===== src/rtl/approx_mult_pkg.sv =====
// Shared types and default limits for the approximate multiplier controller.
package approx_mult_pkg;

  localparam int unsigned LSHIFT_MAX_DEF = 15;
  localparam int unsigned RSHIFT_MAX_DEF = 31;

  typedef enum logic [6:0] {
    ST_IDLE   = 7'b000_0001,
    ST_LOAD   = 7'b000_0010,
    ST_LOAD_L = 7'b000_0100,
    ST_LSHIFT = 7'b000_1000,
    ST_LOAD_R = 7'b001_0000,
    ST_RSHIFT = 7'b010_0000,
    ST_DONE   = 7'b100_0000
  } ctrl_state_e;

endpackage


===== src/rtl/approx_mult_controller.sv =====
// One-hot sequencing FSM for the approximate multiplier datapath.
// Define APPROX_CTRL_WDOG_EN to bound the shift phases with a watchdog that raises err.
module approx_mult_controller
  import approx_mult_pkg::*;
#(
  parameter int unsigned LSHIFT_MAX = LSHIFT_MAX_DEF,
  parameter int unsigned RSHIFT_MAX = RSHIFT_MAX_DEF
) (
  input  logic clk,
  input  logic rst,
  input  logic in_valid,
  output logic in_ready,
  output logic out_valid,
  input  logic out_ready,
  input  logic a_shifting,
  input  logic b_shifting,
  input  logic r_shifting,
  output logic ld,
  output logic ld_l_shift,
  output logic ld_r_shift,
  output logic l_count_en,
  output logic r_count_en,
  output logic l_shift_allowed,
  output logic r_shift_allowed,
  output logic cnt_clr,
  output logic err
);

  if (LSHIFT_MAX < 1 || LSHIFT_MAX > 31 || RSHIFT_MAX < 1 || RSHIFT_MAX > 31) begin : g_bad_limits
    $error("approx_mult_controller: LSHIFT_MAX and RSHIFT_MAX must be in 1..31");
  end

  ctrl_state_e state_q, state_d;
  logic        l_busy;
  logic        l_trip;
  logic        r_trip;
  logic        idle_rdy;

  assign l_busy = a_shifting | b_shifting;
  // The async reset parks the FSM in IDLE, so readiness is masked until reset releases.
  assign in_ready = idle_rdy & rst;

  always_ff @(posedge clk or negedge rst) begin
    if (!rst) begin
      state_q <= ST_IDLE;
    end else begin
      state_q <= state_d;
    end
  end

  always_comb begin
    state_d         = state_q;
    idle_rdy        = 1'b0;
    ld              = 1'b0;
    cnt_clr         = 1'b0;
    ld_l_shift      = 1'b0;
    ld_r_shift      = 1'b0;
    l_shift_allowed = 1'b0;
    l_count_en      = 1'b0;
    r_shift_allowed = 1'b0;
    r_count_en      = 1'b0;
    out_valid       = 1'b0;
    unique case (state_q)
      ST_IDLE: begin
        idle_rdy = 1'b1;
        if (in_valid) state_d = ST_LOAD;
      end
      ST_LOAD: begin
        ld      = 1'b1;
        cnt_clr = 1'b1;
        state_d = ST_LOAD_L;
      end
      ST_LOAD_L: begin
        ld_l_shift = 1'b1;
        state_d    = ST_LSHIFT;
      end
      ST_LSHIFT: begin
        if (l_busy) begin
          l_shift_allowed = 1'b1;
          l_count_en      = 1'b1;
          if (l_trip) state_d = ST_DONE;
        end else begin
          state_d = ST_LOAD_R;
        end
      end
      ST_LOAD_R: begin
        ld_r_shift = 1'b1;
        // With no right shift pending RSHIFT is bypassed, giving the 5-cycle zero-shift path.
        state_d    = r_shifting ? ST_RSHIFT : ST_DONE;
      end
      ST_RSHIFT: begin
        if (r_shifting) begin
          r_shift_allowed = 1'b1;
          r_count_en      = 1'b1;
          if (r_trip) state_d = ST_DONE;
        end else begin
          state_d = ST_DONE;
        end
      end
      ST_DONE: begin
        out_valid = 1'b1;
        if (out_ready) state_d = ST_IDLE;
      end
      default: state_d = ST_IDLE;
    endcase
  end

`ifdef APPROX_CTRL_WDOG_EN
  localparam int unsigned PHASE_W = 5;
  localparam logic [PHASE_W-1:0] L_LAST = PHASE_W'(LSHIFT_MAX - 1);
  localparam logic [PHASE_W-1:0] R_LAST = PHASE_W'(RSHIFT_MAX - 1);

  logic [PHASE_W-1:0] phase_q, phase_d;
  logic               err_q, err_d;

  // phase_q counts cycles already spent in the current shift phase.
  assign l_trip = (phase_q == L_LAST);
  assign r_trip = (phase_q == R_LAST);
  assign err    = err_q;

  always_comb begin
    phase_d = phase_q;
    err_d   = err_q;
    if (state_q == ST_LOAD_L || state_q == ST_LOAD_R) begin
      phase_d = '0;
    end else if (state_q == ST_LSHIFT || state_q == ST_RSHIFT) begin
      phase_d = phase_q + PHASE_W'(1);
    end
    if ((state_q == ST_LSHIFT && l_busy && l_trip) ||
        (state_q == ST_RSHIFT && r_shifting && r_trip)) begin
      err_d = 1'b1;
    end else if (state_q == ST_DONE && out_ready) begin
      err_d = 1'b0;
    end
  end

  always_ff @(posedge clk or negedge rst) begin
    if (!rst) begin
      phase_q <= '0;
      err_q   <= 1'b0;
    end else begin
      phase_q <= phase_d;
      err_q   <= err_d;
    end
  end
`else
  assign l_trip = 1'b0;
  assign r_trip = 1'b0;
  assign err    = 1'b0;
`endif

endmodule


===== config.mk =====
export PLATFORM = sky130hd
export DESIGN_NAME = approx_mult_controller
export DESIGN_NICKNAME = d
export VERILOG_FILES = /design/src/rtl/approx_mult_pkg.sv /design/src/rtl/approx_mult_controller.sv
export SDC_FILE = /design/constraint.sdc
export NUM_CORES = 1
export LEC_CHECK = 0
export CAP_MARGIN = 25
export CELL_PAD_IN_SITES_DETAIL_PLACEMENT = 1
export CELL_PAD_IN_SITES_GLOBAL_PLACEMENT = 1
export CORE_MARGIN = 4
export CORE_UTILIZATION = 30
export DETAILED_ROUTE_END_ITERATION = 7
export PLACE_DENSITY_LB_ADDON = 0.1
export SKIP_CTS_REPAIR_TIMING = 1
export SKIP_LAST_GASP = 1
export SYNTH_ARGS = -nofsm -noshare
export SYNTH_HDL_FRONTEND = slang
export SYNTH_SLANG_ARGS = --single-unit

===== constraint.sdc =====
create_clock -name clk -period 2 [get_ports clk]
set_input_delay 0.3 -clock clk [delete_from_list [all_inputs] [get_ports clk]]
set_output_delay 0.3 -clock clk [all_outputs]
set_load 0.02 [all_outputs]

==> results of run 1 <==
[worst paths after layout]
kind / startpoint / to / cells after the start
worst max register to register: state_q[0] / state_q[0] / 5
worst min register to register: state_q[4] / state_q[0] / 3
min in group clk: a_shifting / state_q[4] / 2
max in group asynchronous: rst / state_q[0] / 2
worst min-delay path: rst / state_q[6] / 2
worst max-delay path: state_q[1] / l_count_en / 5
[cell usage in the layout, fill, tap and decap left out, drive strengths merged]
cell type      count
or3                1
and4b              3
dfstp              1
o2bb2ai            1
xor2               1
nand2              2
conb               1
nor4               2
nor3               5
a211oi             1
dfrtp              6
nor2               7
clkdlybuf4s50      6
buf               19
nor4b              1
and4               1
nand3b             1
inv                3
o211ai             1
o21a               1
o31ai              1
dlymetal6s2s       8
and3               1
a21oi              2
xnor2              1
nand2b             2
and2               2
nand4              1
clkbuf             5
or4b               1
o21ai              2
[metal layers]
| layer | share of wire [%] | global-route usage (%) |
|---|---|---|
| met3 | 4.7 | 1.53 |
| met5 | 0 | 0 |
| met2 | 47 | 23.2 |
| met1 | 45 | 16.9 |
| met4 | 3.7 | 12.8 |
[stage by stage]
stage	std cells	area [sq um]	hold slack, ps	TNS (ps)
after floorplan	59	509	4.41	0
after global placement	102	774	656	-121
after detailed placement	102	774	665	-233
after CTS	106	801	396	-2710
after global routing	106	818	413	-128
final	106	818	401	0
[synthesized netlist by cell type, drive strengths merged]
master   n  area [sq um]
clkbuf   1          3.75
nor4b    1          8.76
a211oi   1          7.51
o2bb2ai  1          8.76
o21ai    2          10.0
nor3     5          30.0
conb     1          3.75
and3     1          6.26
o211ai   1          7.51
nand3b   1          7.51
xnor2    1          8.76
nor4     2          12.5
dfstp    1          26.3
o21a     1          7.51
nand2b   2          12.5
and2     2          12.5
xor2     1          8.76
or3      1          6.26
a21oi    2          10.0
dfrtp    6           150
nand2    2          7.51
o31ai    1          7.51
buf      6          46.3
and4     1          10.0
nor2     7          26.3
nand4    1          6.26
or4b     1          13.8
inv      3          11.3
and4b    3          31.3
[power groups by stage]
stage               clock network [mW]  logic, mW  registers [mW]
floorplan                            0      0.242           0.201
global placement                     0      0.472           0.198
detailed placement                   0      0.479           0.201
CTS                              0.133      0.482           0.199
global route                     0.141      0.528           0.205
finish                           0.129      0.478           0.199
[area by class of cell]
type,count,area (sq um),area share [%]
Multi-Input combinational cell,42,277,33.8
Clock buffer,4,26.3,3.21
Tap cell,16,20.0,2.45
Inverter,3,11.3,1.38
Timing Repair Buffer,34,308,37.6
Sequential cell,7,176,21.6
[logic make-up after synthesis]
| logic type | share of synthesized area [%] |
|---|---|
| AND/OR/NAND/NOR | 37.6 |
| buffers and inverters | 12.0 |
| flip-flops | 34.6 |
| XOR/XNOR | 3.44 |
| other | 0.736 |
| AO/OA/AOI/OAI | 11.6 |
==> metrics.csv, run 1 <==
metric;value;unit
final setup vio count;0;
Fillers;199;
post-synthesis net count;66;
Final Hold Viols;0;
Total Power;806;uW
clock buffer depth;2;
Clock Power Share;16.0;%
Syn Inst Count;59;
first drt pass iteration count;3;
Top reg by flops;state_q;
DRC Markers;0;
worst-skew pair later-pin latency;250;ps
vias in the first global route;596;
CTS tree;yes;
post-synthesis sequential area ratio;34.6;%
Largest regs;state_q x7;
Clock transition at path regs;50;ps
RSZ-0062 raised after global routing;true;
crit path kind;reg -> out;
pre-CTS setup slack;-101;ps
Switching Fraction;36.7;%
Max Fclk;525;MHz
power per cell area;985;mW/mm^2
Net Switching;296;uW
first-pass GRT wire length;2640;um
worst stage delay on the critical path;380;ps
final-stage net count;98;
vias post-DR;557;
sequential power share;24.7;%
Max FO, Critical Path;6;
clock sink count;7;
htree depth;1;
required time of the worst setup path;1700;ps
die area;0.00242;sq mm
Setup crit end kind;output port;
Pins Over Slew Limit;0;
Antenna Nets Post-Route;0;
max reg flops;7;
Initial Util;32.7;%
CP delay by family, top;simple AND/OR/NAND/NOR gates;
Yosys cell types;33;
initial DRC count;1;
Antenna Cells;0;
Worst VDD drop;0.607;mV
Gate power share;59.3;%
Buffers on Ports;16;
final wirelength;1530;um
Synth Warn #;0;
Ports;18;
max-cap violations;0;
Internal;510;uW
GRT overflow;0;
die width;49.2;um
largest net degree at the start of global routing;8;
period utilization;95.3;%
Worst EP arrival;1610;ps
# rows;14;
CP max-delay cell;dfrtp_1;
FF-to-FF setup slack;530;ps
Worst Skew;2.78;ps
CP bufs+invs;2;
Area Growth Syn to Fin;60.7;%
WL/cell;14.4;um
GRT Util Overall;14.5;%
Post-Syn Area;509;sq um
Period minus WS final;1910;ps
Final Wtd Congestion;0.797;
syn avg cell area;8.63;sq um
status;complete, no violations;
Pleak;0.525;nW
TritonCTS buffer count;3;
Seq cells post-synth;7;
share of layout cells above drive strength 1;32.2;%
DR vias/cell;5.25;
post-route setup slack;94.8;ps
chip height;49.2;um
dpl hpwl;1240;um
worst hold path type;in -> async;
critical path cell sequence;buf_4 -> nor2_1 -> nand3b_1 -> nor3_1 -> dlymetal6s2s_1;
Core Box Area;0.00156;sq mm
root buffer cell;clkbuf_4;
initial antenna violation count;0;
Setup crit start kind;register;
fin util;52.5;%
Power figures use the tool's default switching activity.
==> run 2, diff against run 1 <==
- CORE_AREA: default -> 4 4 41 43
- CORE_MARGIN: 4 -> default
- CORE_UTILIZATION: 30 -> default
- DIE_AREA: default -> 0 0 45 47
- DONT_BUFFER_PORTS: default -> 1
==> metrics.csv, run 2 (synthesized netlist as in run 1, its figures left out) <==
metric;value;unit;change
status;complete, no violations;;unchanged
Pins Over Slew Limit;0;;unchanged
Buffers on Ports;0;;was 16
DR vias/cell;5.86;;was 5.25
Antenna Cells;0;;unchanged
GRT Util Overall;14.0;%;was 14.5%
CP delay by family, top;simple AND/OR/NAND/NOR gates;;unchanged
FF-to-FF setup slack;520;ps;was 530 ps
crit path kind;reg -> out;;unchanged
final-stage net count;67;;was 98
worst stage delay on the critical path;530;ps;was 380 ps
dpl hpwl;934;um;was 1240 um
clock sink count;7;;unchanged
RSZ-0062 raised after global routing;false;;was true
clock buffer depth;2;;unchanged
final setup vio count;0;;unchanged
Pleak;0.244;nW;was 0.525 nW
Final Hold Viols;0;;unchanged
required time of the worst setup path;1700;ps;about the same
Largest regs;state_q x7;;unchanged
max reg flops;7;;unchanged
first drt pass iteration count;2;;was 3
placed cells;68;;was 102
initial DRC count;5;;was 1
Initial Util;39.1;%;was 32.7%
TNS Setup;0;ps;unchanged
die width;45;um;was 49.2 um
Clock transition at path regs;50;ps;about the same
die area;0.00212;sq mm;was 0.00242 sq mm
chip height;47;um;was 49.2 um
Fillers;173;;was 199
CP max-delay cell;and4b_1;;was dfrtp_1
vias in the first global route;458;;was 596
vias post-DR;434;;was 557
commonest non-fill, non-tap cell in the layout;dfrtp_1;;was buf_4
GRT overflow;0;;unchanged
Setup crit start kind;register;;unchanged
htree depth;1;;unchanged
worst hold path type;in -> reg;;was in -> async
Antenna Nets Post-Route;0;;unchanged
Worst Skew;2.02;ps;was 2.78 ps
final wirelength;1290;um;was 1530 um
Core Box Area;0.00130;sq mm;was 0.00156 sq mm
largest net degree at the start of global routing;10;;was 8
period utilization;97.6;%;was 95.3%
CP bufs+invs;0;;was 2
TritonCTS buffer count;3;;unchanged
worst-skew pair later-pin latency;250;ps;about the same
final non-filler cell total;74;;was 106
root buffer cell;clkbuf_4;;unchanged
initial antenna violation count;0;;unchanged
Top reg by flops;state_q;;unchanged
first-pass GRT wire length;2100;um;was 2640 um
WL/cell;17.4;um;was 14.4 um
# rows;13;;was 14
power per cell area;1200;mW/mm^2;was 985 mW/mm^2
DRC Markers;0;;unchanged
Setup crit end kind;output port;;unchanged
Worst VDD drop;0.538;mV;was 0.607 mV
Max Fclk;512;MHz;was 525 MHz
max-cap violations;0;;unchanged
Period minus WS final;1950;ps;was 1910 ps
CTS tree;yes;;unchanged
Area Growth Syn to Fin;5.90;%;was 60.7%
commonest cells after routing, fill and taps aside;dfrtp_1 (6), nor2_1 (4), nor3_1 (4);;was buf_4 (19), dlymetal6s2s_1 (8), nor2_1 (7)
Max FO, Critical Path;9;;was 6
share of layout cells above drive strength 1;23.7;%;was 32.2%
critical path cell sequence;nor3_1 -> and4b_1;;was buf_4 -> nor2_1 -> nand3b_1 -> nor3_1 -> dlymetal6s2s_1
Worst EP arrival;1650;ps;was 1610 ps
Final Wtd Congestion;0.759;;was 0.797
Ports;18;;unchanged
run 2: per-layer routing:
| metal | vias up | part of all wire [%] | routed length, um | global-route usage [%] |
|---|---|---|---|---|
| met5 | - | 0 | 0 | 0 |
| met4 | 0 | 0.62 | 8 | 5.26 |
| met3 | 2 | 9.0 | 116 | 7.66 |
| met2 | 14 | 52 | 675 | 23.4 |
| met1 | 210 | 38 | 490 | 14.8 |
| li1 | 208 | - | - | - |
run 2: stage by stage:
step | power [mW] | util, % | worst slack (ps) | cell area (sq um) | hold WS, ps
after global placement | 0.464 | 37.3 | 310 | 485 | 4.65
after global routing | 0.702 | 41.4 | 0.300 | 539 | 109
final | 0.648 | 41.4 | 48.1 | 539 | 123
after detailed placement | 0.484 | 37.3 | 258 | 485 | 4.62
after CTS | 0.616 | 39.3 | -18.2 | 512 | -266
after floorplan | 0.443 | - | 50.3 | 509 | 4.41
run 2: final timing paths:
path                            start         end  depth (start not counted)
max in group asynchronous         rst  state_q[0]                          1
hold / removal             b_shifting  state_q[4]                          1
setup reg to reg           state_q[2]  state_q[6]                          3
hold reg to reg            state_q[4]  state_q[0]                          2
setup / recovery           state_q[2]     cnt_clr                          2
min in group asynchronous         rst  state_q[2]                          1
run 2: area by class of cell:
cell class / count / area, sq um / share of cell area, %
multi-input combinational: 42 / 282 / 52.2
sequential: 7 / 176 / 32.7
clock buffer: 4 / 26.3 / 4.87
timing repair buffer: 3 / 25.0 / 4.64
tap: 15 / 18.8 / 3.48
inverter: 3 / 11.3 / 2.09
run 2: worst reg2reg max path: stages, from the launching register on:
cell and delay (ps):
dfrtp_1 480, nor3_1 400, and4b_2 380, o2bb2ai_1 140
run 2: power breakdown:
| part | internal [mW] | switching (mW) | total (mW) | leakage (nW) |
|---|---|---|---|---|
| clock network | 0.0759 | 0.0484 | 0.124 | 0.0150 |
| registers | 0.178 | 0.0508 | 0.228 | 0.0930 |
| logic | 0.128 | 0.167 | 0.295 | 0.136 |
==> run 3, diff against run 2 <==
- CORE_AREA: 4 4 41 43 -> 2 2 39 41
- DIE_AREA: 0 0 45 47 -> 0 0 41 43
==> metrics.csv, run 3 (synthesized netlist as in run 1, its figures left out) <==
metric;value;unit;change
initial DRC count;11;;was 5
Final Hold Viols;0;;unchanged
Buffers on Ports;0;;unchanged
required time of the worst setup path;1700;ps;about the same
Total Power;632;uW;was 648 uW
final-stage net count;66;;was 67
status;complete, no violations;;unchanged
DR vias/cell;5.76;;was 5.86
Pleak;0.241;nW;was 0.244 nW
clock sink count;7;;unchanged
power per cell area;1170;mW/mm^2;was 1200 mW/mm^2
RSZ-0062 raised after global routing;false;;unchanged
commonest cells after routing, fill and taps aside;dfrtp_1 (6), nor2_1 (4), nor3_1 (4);;unchanged
first-pass GRT wire length;1810;um;was 2100 um
vias post-DR;426;;was 434
GRT Util Overall;15.6;%;was 14.0%
GRT overflow;0;;unchanged
final setup vio count;0;;unchanged
max-cap violations;0;;unchanged
final wirelength;1230;um;was 1290 um
Antenna Cells;0;;unchanged
DRC Markers;0;;unchanged
Top reg by flops;state_q;;unchanged
Initial Util;36.8;%;was 39.1%
worst-skew pair later-pin latency;250;ps;about the same
r2r worst-path depth;3;;unchanged
Period minus WS final;1900;ps;was 1950 ps
htree depth;1;;unchanged
Max FO, Critical Path;6;;was 9
die width;41;um;was 45 um
Final Wtd Congestion;0.800;;was 0.759
root buffer cell;clkbuf_4;;unchanged
Pins Over Slew Limit;0;;unchanged
max reg flops;7;;unchanged
period utilization;95.2;%;was 97.6%
Ports;18;;unchanged
Min-Delay Startpoint;b_shifting;;unchanged
dpl hpwl;924;um;was 934 um
Worst Skew;5.00;ps;was 2.02 ps
TNS Setup;0;ps;unchanged
share of layout cells above drive strength 1;24.1;%;was 23.7%
die area;0.00176;sq mm;was 0.00212 sq mm
Max Fclk;525;MHz;was 512 MHz
CTS tree;yes;;unchanged
commonest non-fill, non-tap cell in the layout;dfrtp_1;;unchanged
reg2reg end;state_q[6];;unchanged
TritonCTS buffer count;3;;unchanged
pre-CTS setup slack;282;ps;was 258 ps
placed cells;69;;was 68
FF-to-FF setup slack;510;ps;was 520 ps
Worst VDD drop;0.512;mV;was 0.538 mV
Core Box Area;0.00138;sq mm;was 0.00130 sq mm
Cell Area, Placed;487;sq um;was 485 sq um
crit path kind;reg -> out;;unchanged
r2r startpoint;state_q[2];;unchanged
largest net degree at the start of global routing;10;;unchanged
Largest regs;state_q x7;;unchanged
clock buffer depth;2;;unchanged
Setup crit end kind;output port;;unchanged
Fin Hold WS;121;ps;was 123 ps
first drt pass iteration count;4;;was 2
Antenna Nets Post-Route;0;;unchanged
hold endpoint;state_q[4];;unchanged
Setup crit start kind;register;;unchanged
fin util;39.0;%;was 41.4%
final non-filler cell total;74;;unchanged
worst hold path type;in -> reg;;unchanged
initial antenna violation count;0;;unchanged
hold path cells;1;;unchanged
chip height;43;um;was 47 um
vias in the first global route;414;;was 458
Clock transition at path regs;50;ps;about the same
Worst EP arrival;1600;ps;was 1650 ps
# rows;14;;was 13
Area Growth Syn to Fin;5.90;%;unchanged
post-route cell area;539;sq um;unchanged
post-route setup slack;96.2;ps;was 48.1 ps
WL/cell;16.7;um;was 17.4 um
-- run 3: cell count changes in the layout (fill, tap and decap cells not counted), sizes merged --
cell | before | now
buf | 2 | 1
-- run 3: worst max-delay path by stage --
stage                       to  startpoint  cells past startpoint
3_3_place_gp          in_ready  state_q[0]                      3
6_report              in_ready  state_q[0]                      3
2_1_floorplan  l_shift_allowed  state_q[5]                      5
5_1_grt        l_shift_allowed  state_q[5]                      4
3_5_place_dp                ld  state_q[2]                      2
4_1_cts                     ld  state_q[2]                      2
-- run 3: power breakdown --
part | total, mW | switching, mW | internal, mW
Sequential | 0.232 | 0.0545 | 0.178
Clock | 0.129 | 0.0526 | 0.0762
Combinational | 0.270 | 0.153 | 0.117
-- run 3: final cells by class --
type | instances | area [sq um]
Tap cell | 16 | 20.0
Multi-Input combinational cell | 42 | 288
Clock buffer | 4 | 26.3
Inverter | 3 | 11.3
Fill cell | 170 | 845
Sequential cell | 7 | 176
Timing Repair Buffer | 2 | 17.5
-- run 3: worst max-delay path, stage by stage (launching register included) --
cell	delay, ps
dfstp_2	570
or4b_4	500
nor2_2	110
and2_4	180
-- run 3: metal layers --
layer / vias to the layer above / global-route usage (%) / part of all wire (%)
met3: 2 / 7.33 / 6.7
met4: 0 / 8.00 / 1.1
met5: - / 0 / 0
met1: 204 / 18.6 / 43
li1: 205 / - / -
met2: 15 / 22.5 / 49
